$ cat config.mk
export PLATFORM = sky130hd
export DESIGN_NAME = exu_wb_arb
export DESIGN_NICKNAME = d
export VERILOG_FILES = /design/src/rtl/exu_wb_arb.sv
export SDC_FILE = /design/constraint.sdc
export NUM_CORES = 1
export LEC_CHECK = 0
export CAP_MARGIN = 10
export CORE_UTILIZATION = 55
export DETAILED_ROUTE_END_ITERATION = 8
export PLACE_DENSITY_LB_ADDON = 0.12
export SETUP_SLACK_MARGIN = 0.3
export SLEW_MARGIN = 10
export SYNTH_ARGS = -nofsm -noshare
export SYNTH_HDL_FRONTEND = slang
export SYNTH_SLANG_ARGS = --single-unit
$ cat constraint.sdc
create_clock -name clk -period 14.4 [get_ports clk]
set_clock_uncertainty 0.2 [all_clocks]
set_input_delay 2.88 -clock clk [delete_from_list [all_inputs] [get_ports clk]]
set_output_delay 2.88 -clock clk [all_outputs]
set_load 0.01 [all_outputs]
$ cat src/rtl/exu_wb_arb.sv
// Writeback arbiter: merges the ALU writeback stream with buffered long-latency results onto one RF write port.
// Optional macro WB_BYPASS_EN: secondary results skip the FIFO when it is empty and the ALU is idle.
module exu_wb_arb #(
    parameter int XLEN       = 32,
    parameter int FIFO_DEPTH = 4
) (
    input  logic            clk,
    input  logic            rst,
    input  logic [XLEN-1:0] alu_wb_data,
    input  logic [4:0]      alu_wb_rd_addr,
    input  logic            alu_wb_rd_wr_en,
    input  logic [XLEN-1:0] alu_instr_tag,
    input  logic [31:0]     alu_instr,
    input  logic            sec_valid,
    output logic            sec_ready,
    input  logic [XLEN-1:0] sec_data,
    input  logic [4:0]      sec_rd_addr,
    input  logic [XLEN-1:0] sec_instr_tag,
    input  logic [31:0]     sec_instr,
    output logic            rf_wr_en,
    output logic [4:0]      rf_wr_addr,
    output logic [XLEN-1:0] rf_wr_data,
    output logic            ret_valid,
    output logic [XLEN-1:0] ret_instr_tag,
    output logic [31:0]     ret_instr,
    output logic [31:0]     wb_pend_mask
);

    localparam int PTR_W = $clog2(FIFO_DEPTH);
    localparam int CNT_W = PTR_W + 1;
    localparam logic [CNT_W-1:0] DEPTH_C = CNT_W'(FIFO_DEPTH);

    function automatic logic [31:0] rd_onehot(input logic [4:0] rd);
        rd_onehot = 32'd1 << rd;
    endfunction

    logic [XLEN-1:0]       data_mem_r  [FIFO_DEPTH];
    logic [4:0]            rd_mem_r    [FIFO_DEPTH];
    logic [XLEN-1:0]       tag_mem_r   [FIFO_DEPTH];
    logic [31:0]           instr_mem_r [FIFO_DEPTH];
    logic [FIFO_DEPTH-1:0] valid_r;
    logic [PTR_W-1:0]      wr_ptr_r;
    logic [PTR_W-1:0]      rd_ptr_r;
    logic [CNT_W-1:0]      count_r;

    logic                  full_s;
    logic                  empty_s;
    logic                  sec_fire_s;
    logic                  push_s;
    logic                  pop_s;
    logic                  byp_s;
    logic                  sel_s;
    logic [4:0]            sel_rd_s;
    logic [XLEN-1:0]       sel_data_s;
    logic [XLEN-1:0]       sel_tag_s;
    logic [31:0]           sel_instr_s;
    logic [31:0]           mask_s;

    // ready comes from the registered count only, so a same-cycle pop never opens the door
    assign full_s     = (count_r == DEPTH_C);
    assign empty_s    = (count_r == {CNT_W{1'b0}});
    assign sec_ready  = ~full_s & ~rst;
    assign sec_fire_s = sec_valid & sec_ready;
    assign push_s     = sec_fire_s & ~byp_s;

    // Fixed-priority source selection: ALU, then FIFO head, then (optionally) the bypass
    always_comb begin
        pop_s       = 1'b0;
        byp_s       = 1'b0;
        sel_s       = 1'b0;
        sel_rd_s    = 5'd0;
        sel_data_s  = {XLEN{1'b0}};
        sel_tag_s   = {XLEN{1'b0}};
        sel_instr_s = 32'd0;
        if (alu_wb_rd_wr_en) begin
            sel_s       = 1'b1;
            sel_rd_s    = alu_wb_rd_addr;
            sel_data_s  = alu_wb_data;
            sel_tag_s   = alu_instr_tag;
            sel_instr_s = alu_instr;
        end else if (!empty_s) begin
            pop_s       = 1'b1;
            sel_s       = 1'b1;
            sel_rd_s    = rd_mem_r[rd_ptr_r];
            sel_data_s  = data_mem_r[rd_ptr_r];
            sel_tag_s   = tag_mem_r[rd_ptr_r];
            sel_instr_s = instr_mem_r[rd_ptr_r];
        end
`ifdef WB_BYPASS_EN
        else if (sec_fire_s) begin
            byp_s       = 1'b1;
            sel_s       = 1'b1;
            sel_rd_s    = sec_rd_addr;
            sel_data_s  = sec_data;
            sel_tag_s   = sec_instr_tag;
            sel_instr_s = sec_instr;
        end
`endif
        else begin
            sel_s = 1'b0;
        end
    end

    // FIFO control: pointers, occupancy and per-entry valid flags
    always_ff @(posedge clk) begin
        if (rst) begin
            wr_ptr_r <= {PTR_W{1'b0}};
            rd_ptr_r <= {PTR_W{1'b0}};
            count_r  <= {CNT_W{1'b0}};
            valid_r  <= {FIFO_DEPTH{1'b0}};
        end else begin
            if (push_s) begin
                valid_r[wr_ptr_r] <= 1'b1;
                wr_ptr_r          <= wr_ptr_r + PTR_W'(1'b1);
            end
            if (pop_s) begin
                valid_r[rd_ptr_r] <= 1'b0;
                rd_ptr_r          <= rd_ptr_r + PTR_W'(1'b1);
            end
            case ({push_s, pop_s})
                2'b10:   count_r <= count_r + CNT_W'(1'b1);
                2'b01:   count_r <= count_r - CNT_W'(1'b1);
                default: count_r <= count_r;
            endcase
        end
    end

    // FIFO payload storage; contents are qualified by valid_r so they need no reset
    always_ff @(posedge clk) begin
        if (push_s) begin
            data_mem_r[wr_ptr_r]  <= sec_data;
            rd_mem_r[wr_ptr_r]    <= sec_rd_addr;
            tag_mem_r[wr_ptr_r]   <= sec_instr_tag;
            instr_mem_r[wr_ptr_r] <= sec_instr;
        end
    end

    // Writeback/retire output register; x0 targets retire without writing the RF
    always_ff @(posedge clk) begin
        if (rst) begin
            rf_wr_en      <= 1'b0;
            rf_wr_addr    <= 5'd0;
            rf_wr_data    <= {XLEN{1'b0}};
            ret_valid     <= 1'b0;
            ret_instr_tag <= {XLEN{1'b0}};
            ret_instr     <= 32'd0;
        end else begin
            ret_valid <= sel_s;
            rf_wr_en  <= sel_s & (sel_rd_s != 5'd0);
            if (sel_s) begin
                rf_wr_addr    <= sel_rd_s;
                rf_wr_data    <= sel_data_s;
                ret_instr_tag <= sel_tag_s;
                ret_instr     <= sel_instr_s;
            end
        end
    end

    // Pending-destination mask built from the registered valid flags
    always_comb begin
        mask_s = 32'd0;
        for (int i = 0; i < FIFO_DEPTH; i++) begin
            if (valid_r[i]) begin
                mask_s = mask_s | rd_onehot(rd_mem_r[i]);
            end else begin
                mask_s = mask_s;
            end
        end
        mask_s = mask_s & ~32'd1;
    end

    assign wb_pend_mask = mask_s;

endmodule
==> impl_metrics.env, run 1 <==
export IMPL_gp_congestion=0.906
export IMPL_whs_path_depth=2
export IMPL_r2r_setup_slack_ns=10.82
export IMPL_synth_ff_type="edfxtp_1"
export IMPL_numCtsBuffers=51
export IMPL_area_growth_pct=26.0
export IMPL_n_fill_cell=2488
export IMPL_synth_nets=1538
export IMPL_synth_compound_area_share=0.0964
export IMPL_holdPathEnd="count_r[2]"
export IMPL_clock_latency_ns=0.58
export IMPL_post_cts_resized=0
export IMPL_path_class="input port to primary output"
export IMPL_initialDrtViolationCount=961
export IMPL_max_slew_margin_rel=0.178
export IMPL_die_w_um=196
export IMPL_status="finished, final reports clean"
export IMPL_grt_pass1_vias=13000
export IMPL_fin_hold_ws_ns=0.348
export IMPL_critical_path_max_fanout=53
export IMPL_holdBufCountCts=0
export IMPL_timing_setup_tns_ns=0
export IMPL_dp_hpwl_um=30200
export IMPL_dr_pass1_iters=7
export IMPL_seq_area_um2=14500
export IMPL_cts_root_buffer="clkbuf_16"
export IMPL_start_util=0.561
export IMPL_yosysTopAreaCellShare=0.588
export IMPL_synth_area_um2=20600
export IMPL_holdCritPathClass="flip-flop to flip-flop"
export IMPL_yosysMostFrequentCell="edfxtp_1"
export IMPL_hold_viol=0
export IMPL_synthAdderAreaFrac=0.00643
export IMPL_multi_input_area_um2=5360
export IMPL_rows=70
export IMPL_wl_per_cell_um=22.7
export IMPL_cap_viol_max_count=0
export IMPL_period_minus_slack_ns=7.22
export IMPL_num_vias=12800
export IMPL_syn_inst=1322
export IMPL_slowest_stage="clkdlybuf4s50_1"
export IMPL_synth_common_cells="edfxtp_1, inv_1, a21oi_1, dfxtp_1, nand2_1"
export IMPL_synth_xor_area_frac=0.00170
export IMPL_cp_end_kind="primary output"
export IMPL_avgSynthCellArea_um2=15.6
export IMPL_grt_overflow_total=0
export IMPL_setup_viol_count_final=0
export IMPL_die_area_um2=38300
export IMPL_fmax_ghz=0.139
export IMPL_synth_enable_flop_cells=404
export IMPL_r2r_start="count_r[0]"
export IMPL_yosysUniqueCellTypes=44
export IMPL_ys_warn_count=0
export IMPL_via_per_inst=5.97
export IMPL_r2r_cells=4
export IMPL_reg2reg_to="data_mem_r[3][13]"
export IMPL_ir_drop_mv=0.166
export IMPL_grt_pass1_wl_um=75000
export IMPL_p_leak_nw=8.80
export IMPL_post_cts_buffers=0
export IMPL_antenna_found_initial=6
export IMPL_async_flop_share=0
export IMPL_yosysTopAreaCell="edfxtp_1"
export IMPL_nets=1853
export IMPL_setup_worst_path_start_class="input port"
export IMPL_max_stage_delay_ns=0.52
export IMPL_finalCritPeriodShare=0.501
export IMPL_synth_top_family_by_area="multiplexers"
export IMPL_port_buffers=340
export IMPL_rsz0062_at_grt="false"
export IMPL_worstPathArrival_ns=4.14
export IMPL_clk_pin_slew_ns=0.06
export IMPL_worstPathRequired_ns=11.32
export IMPL_cts_path_max_buffers=3
export IMPL_cts_tree="built"
export IMPL_p_per_area_nw_per_um2=157
export IMPL_drive_above_1_share=0.123
export IMPL_ant_nets=0
export IMPL_seq_area_frac_synth=0.700
export IMPL_grt_usage=0.259
export IMPL_drv_slew=0
export IMPL_synth_simple_area_share=0.0438
export IMPL_tightestPinTransition_ns=1.23
export IMPL_wirelength_um=48900
export IMPL_drc=0
export IMPL_synthMuxAreaShare=0.110
export IMPL_core_um2=36800
export IMPL_synth_area_leaders="edfxtp_1, dfxtp_1, mux4_2"
export IMPL_cts_sinks=520
export IMPL_ios=342
export IMPL_holdCritStartpoint="count_r[2]"
export IMPL_die_h_um=196
export IMPL_path_cells="buf_4, a21oi_1, clkdlybuf4s50_1"
export IMPL_grt_max_degree=79
export IMPL_htree_levels=2
export IMPL_ys_ff_latch=520
-- layout by cell type (no fill, tap or decap), types with 5 or more instances in the layout --
master / count
dfxtp_1: 114
a221oi_1: 101
a22oi_1: 14
nor3b_1: 8
nand3b_1: 11
clkbuf_1: 9
mux4_2: 101
nand2_1: 111
or3b_2: 7
clkbuf_16: 53
o22ai_1: 7
and3b_1: 5
a221o_1: 6
inv_1: 120
nor2_1: 24
clkinv_2: 12
a21oi_1: 116
edfxtp_1: 404
ha_1: 9
o221ai_1: 22
clkinv_1: 11
buf_4: 14
nand3_1: 6
clkdlybuf4s50_1: 338
-- power breakdown --
group	switching [mW]	internal (mW)
registers	0.0858	1.74
clock network	0.551	0.748
logic	0.533	0.440
total	1.17	2.93
-- area by class of cell --
| class | count | area share |
|---|---|---|
| inverters | 120 | 0.0173 |
| flip-flops and latches | 520 | 0.556 |
| clock buffers | 66 | 0.0544 |
| repair buffers | 353 | 0.135 |
| clock inverters | 30 | 0.00904 |
| diodes | 4 | 0.000385 |
| well taps | 468 | 0.0225 |
| multi-input cells | 591 | 0.206 |
-- critical path, delay by kind of cell --
family | cells | cell delay, ns
AO/OA/AOI/OAI | 1 | 0.16
buffers and inverters | 2 | 1.01
-- routing by layer --
layer	GRT usage	wire (um)
met5	0	33
met4	0.0729	981
met3	0.0584	3520
met2	0.415	23600
met1	0.359	20700
-- flip-flops by register name, indices dropped and copies added (netlist names), 2 cells and up, named ones only --
register and cells:
data_mem_r 128, instr_mem_r 128, tag_mem_r 128, ret_instr 32
ret_instr_tag 32, rf_wr_data 32, rd_mem_r 20, rf_wr_addr 5
valid_r 4, count_r 3, rd_ptr_r 2, wr_ptr_r 2
-- metrics by stage --
stage               power [mW]   util  cell area, um^2  setup slack (ns)  instances
finish                    4.10  0.707            26000              7.18       2152
detailed placement        2.84  0.662            24400              7.18       2052
global route              4.28  0.707            26000              7.13       2151
floorplan                 2.46      -            20600              7.69       1322
CTS                       4.14  0.707            26000              7.18       2148
global placement          2.83  0.662            24400              7.19       2052
-- worst max path at each step --
| stage | end | slack (ns) | startpoint | cells past startpoint |
|---|---|---|---|---|
| after floorplan | data_mem_r[0][0] | 7.69 | rst | 3 |
| after global placement | sec_ready | 7.19 | rst | 3 |
| after detailed placement | sec_ready | 7.18 | rst | 3 |
| after CTS | sec_ready | 7.18 | rst | 3 |
| after global routing | sec_ready | 7.13 | rst | 3 |
| final | sec_ready | 7.18 | rst | 3 |
-- logic make-up (layout without fill, tap and decap cells) --
logic type / Yosys count / after routing
multiplexers: 101 / 101
flip-flops: 520 / 520
other: 1 / 5
AND/OR/NAND/NOR: 192 / 192
adder cells (fa/ha/maj): 10 / 10
AO/OA/AOI/OAI: 283 / 283
buffers and inverters: 211 / 569
XOR/XNOR: 4 / 4
(Power assumes the default switching activity.)
==> run 2, diff against run 1 <==
--- a/config.mk
+++ b/config.mk
@@ -6,7 +6,7 @@
 export NUM_CORES = 1
 export LEC_CHECK = 0
 export CAP_MARGIN = 10
-export CORE_UTILIZATION = 55
+export CORE_UTILIZATION = 53
 export DETAILED_ROUTE_END_ITERATION = 8
 export PLACE_DENSITY_LB_ADDON = 0.12
 export SETUP_SLACK_MARGIN = 0.3
==> constraint.sdc (replaced) <==
create_clock -name clk -period 7.55 [get_ports clk]
set_clock_uncertainty 0.2 [all_clocks]
set_input_delay 1.51 -clock clk [delete_from_list [all_inputs] [get_ports clk]]
set_output_delay 1.51 -clock clk [all_outputs]
set_load 0.01 [all_outputs]
==> run 2 against run 1 <==
  * Final area increased by 0.75%
  * Hold slack improved by 0.0040 ns
  * Sequential power increased by 91%
  * Via count decreased by 0.34%
  * Wire length increased by 1.2%
  * Combinational power increased by 91%
  * Sequential share of layout area decreased by 0.42 points
  * Worst setup slack got worse by 4.4 ns
  * Non-clock buffer count increased by 3
  * Critical endpoint is now wb_pend_mask[7]
  * Largest cell class unchanged
==> impl_metrics.env, run 2 (synthesized netlist as in run 1, its figures left out) <==
export IMPL_die_area_um2=39700
export IMPL_dpl_cell_area_um2=24400
export IMPL_wl_per_cell_um=22.4
export IMPL_via_per_inst=5.80
export IMPL_die_w_um=199
export IMPL_grt_max_degree=110
export IMPL_grt_overflow_total=0
export IMPL_post_cts_resized=0
export IMPL_largestRegisters="data_mem_r: 128 flops, instr_mem_r: 128 flops, tag_mem_r: 128 flops"
export IMPL_multi_input_area_um2=5360
export IMPL_path_class="flip-flop to primary output"
export IMPL_period_minus_slack_ns=4.78
export IMPL_n_fill_cell=2671
export IMPL_most_common_layout_cells="edfxtp_1, clkdlybuf4s50_1, inv_1, a21oi_1, dfxtp_1"
export IMPL_start_util=0.543
export IMPL_nets=1857
export IMPL_seq_area_um2=14500
export IMPL_post_cts_buffers=0
export IMPL_rsz0062_at_grt="false"
export IMPL_worstPathArrival_ns=3.07
export IMPL_num_vias=12800
export IMPL_holdBufCountCts=0
export IMPL_p_leak_nw=8.87
export IMPL_cts_sinks=520
export IMPL_status="finished, final reports clean"
export IMPL_ir_drop_mv=0.394
export IMPL_antenna_found_initial=10
export IMPL_final_common_cell="edfxtp_1"
export IMPL_path_cells="nor3b_1, a22oi_1, o221ai_1, clkdlybuf4s50_1"
export IMPL_die_h_um=199
export IMPL_worstPathRequired_ns=5.84
export IMPL_crit_start="rd_mem_r[0][4]"
export IMPL_setup_worst_path_start_class="flip-flop"
export IMPL_core_um2=38000
export IMPL_clock_latency_ns=0.59
export IMPL_clk_pin_slew_ns=0.06
export IMPL_grt_pass1_wl_um=74100
export IMPL_grt_usage=0.250
export IMPL_max_slew_margin_rel=0.193
export IMPL_rows=71
export IMPL_max_stage_delay_ns=0.99
export IMPL_dr_pass1_iters=7
export IMPL_initialDrtViolationCount=910
export IMPL_port_buffers=340
export IMPL_gp_congestion=0.891
export IMPL_finalPower_mw=7.92
export IMPL_drv_slew=0
export IMPL_setup_viol_count_final=0
export IMPL_area_growth_pct=27.0
export IMPL_htree_levels=2
export IMPL_hold_viol=0
export IMPL_holdCritPathClass="flip-flop to flip-flop"
export IMPL_cap_viol_max_count=0
export IMPL_timing_setup_tns_ns=0
export IMPL_tightestPinTransition_ns=1.21
export IMPL_cts_path_max_buffers=3
export IMPL_wirelength_um=49400
export IMPL_r2r_start="count_r[0]"
export IMPL_holdCritStartpoint="ret_instr[31]"
export IMPL_dp_hpwl_um=31400
export IMPL_ios=342
export IMPL_drive_above_1_share=0.129
export IMPL_cts_tree="built"
export IMPL_slowest_stage="nor3b_1"
export IMPL_cp_end_kind="primary output"
export IMPL_finalCritPeriodShare=0.633
export IMPL_p_per_area_nw_per_um2=302
export IMPL_numCtsBuffers=52
export IMPL_cts_root_buffer="clkbuf_16"
export IMPL_fmax_ghz=0.209
export IMPL_drc=0
export IMPL_critical_path_max_fanout=7
export IMPL_fin_area_um2=26200
export IMPL_ant_nets=0
export IMPL_grt_pass1_vias=12800
==> run 2: cell count changes in the layout (fill, tap and decap cells not counted), sizes merged <==
| cell | change |
|---|---|
| clkinv | -7 |
| buf | +3 |
| clkbuf | +10 |
| diode | +5 |
| inv | -1 |
==> run 2: metrics by stage <==
step                utilization  worst slack (ns)  std cells  hold slack [ns]
floorplan                     -              2.21       1322            0.283
global placement          0.643              2.77       2098            0.311
detailed placement        0.643              2.68       2098            0.338
CTS                       0.689              2.80       2196            0.354
global route              0.689              2.79       2201            0.376
finish                    0.689              2.77       2205            0.352
==> run 2: worst paths after layout <==
path	end	slack [ns]	cells past startpoint
worst max-delay path	wb_pend_mask[7]	2.77	4
worst min-delay path	ret_instr[31]	0.35	2
worst max register to register	data_mem_r[0][18]	4.22	4
worst min register to register	ret_instr[31]	0.35	2
==> run 2: area by class of cell <==
class	instances	area share
Inverter	120	0.0172
Multi-Input combinational cell	591	0.205
Timing Repair Buffer	356	0.134
Clock buffer	76	0.0594
Clock inverter	22	0.00768
Sequential cell	520	0.552
Antenna cell	9	0.000859
Tap cell	511	0.0244
==> run 2: critical path: cells and delay by family, from the launching register on <==
kind	cells	cell delay [ns]
buffers and inverters	1	0.62
flip-flops	1	0.44
AND/OR/NAND/NOR	1	0.99
AO/OA/AOI/OAI	2	0.43
==> run 2: per-layer routing <==
| layer | GRT usage | part of all wire |
|---|---|---|
| met4 | 0.0902 | 0.020 |
| met5 | 0 | 0.00061 |
| met2 | 0.406 | 0.49 |
| met1 | 0.336 | 0.41 |
| met3 | 0.0520 | 0.074 |
==> run 2: report_power, final <==
part | internal [mW] | switching (mW)
Clock | 1.53 | 1.05
Combinational | 0.836 | 1.03
Sequential | 3.32 | 0.155
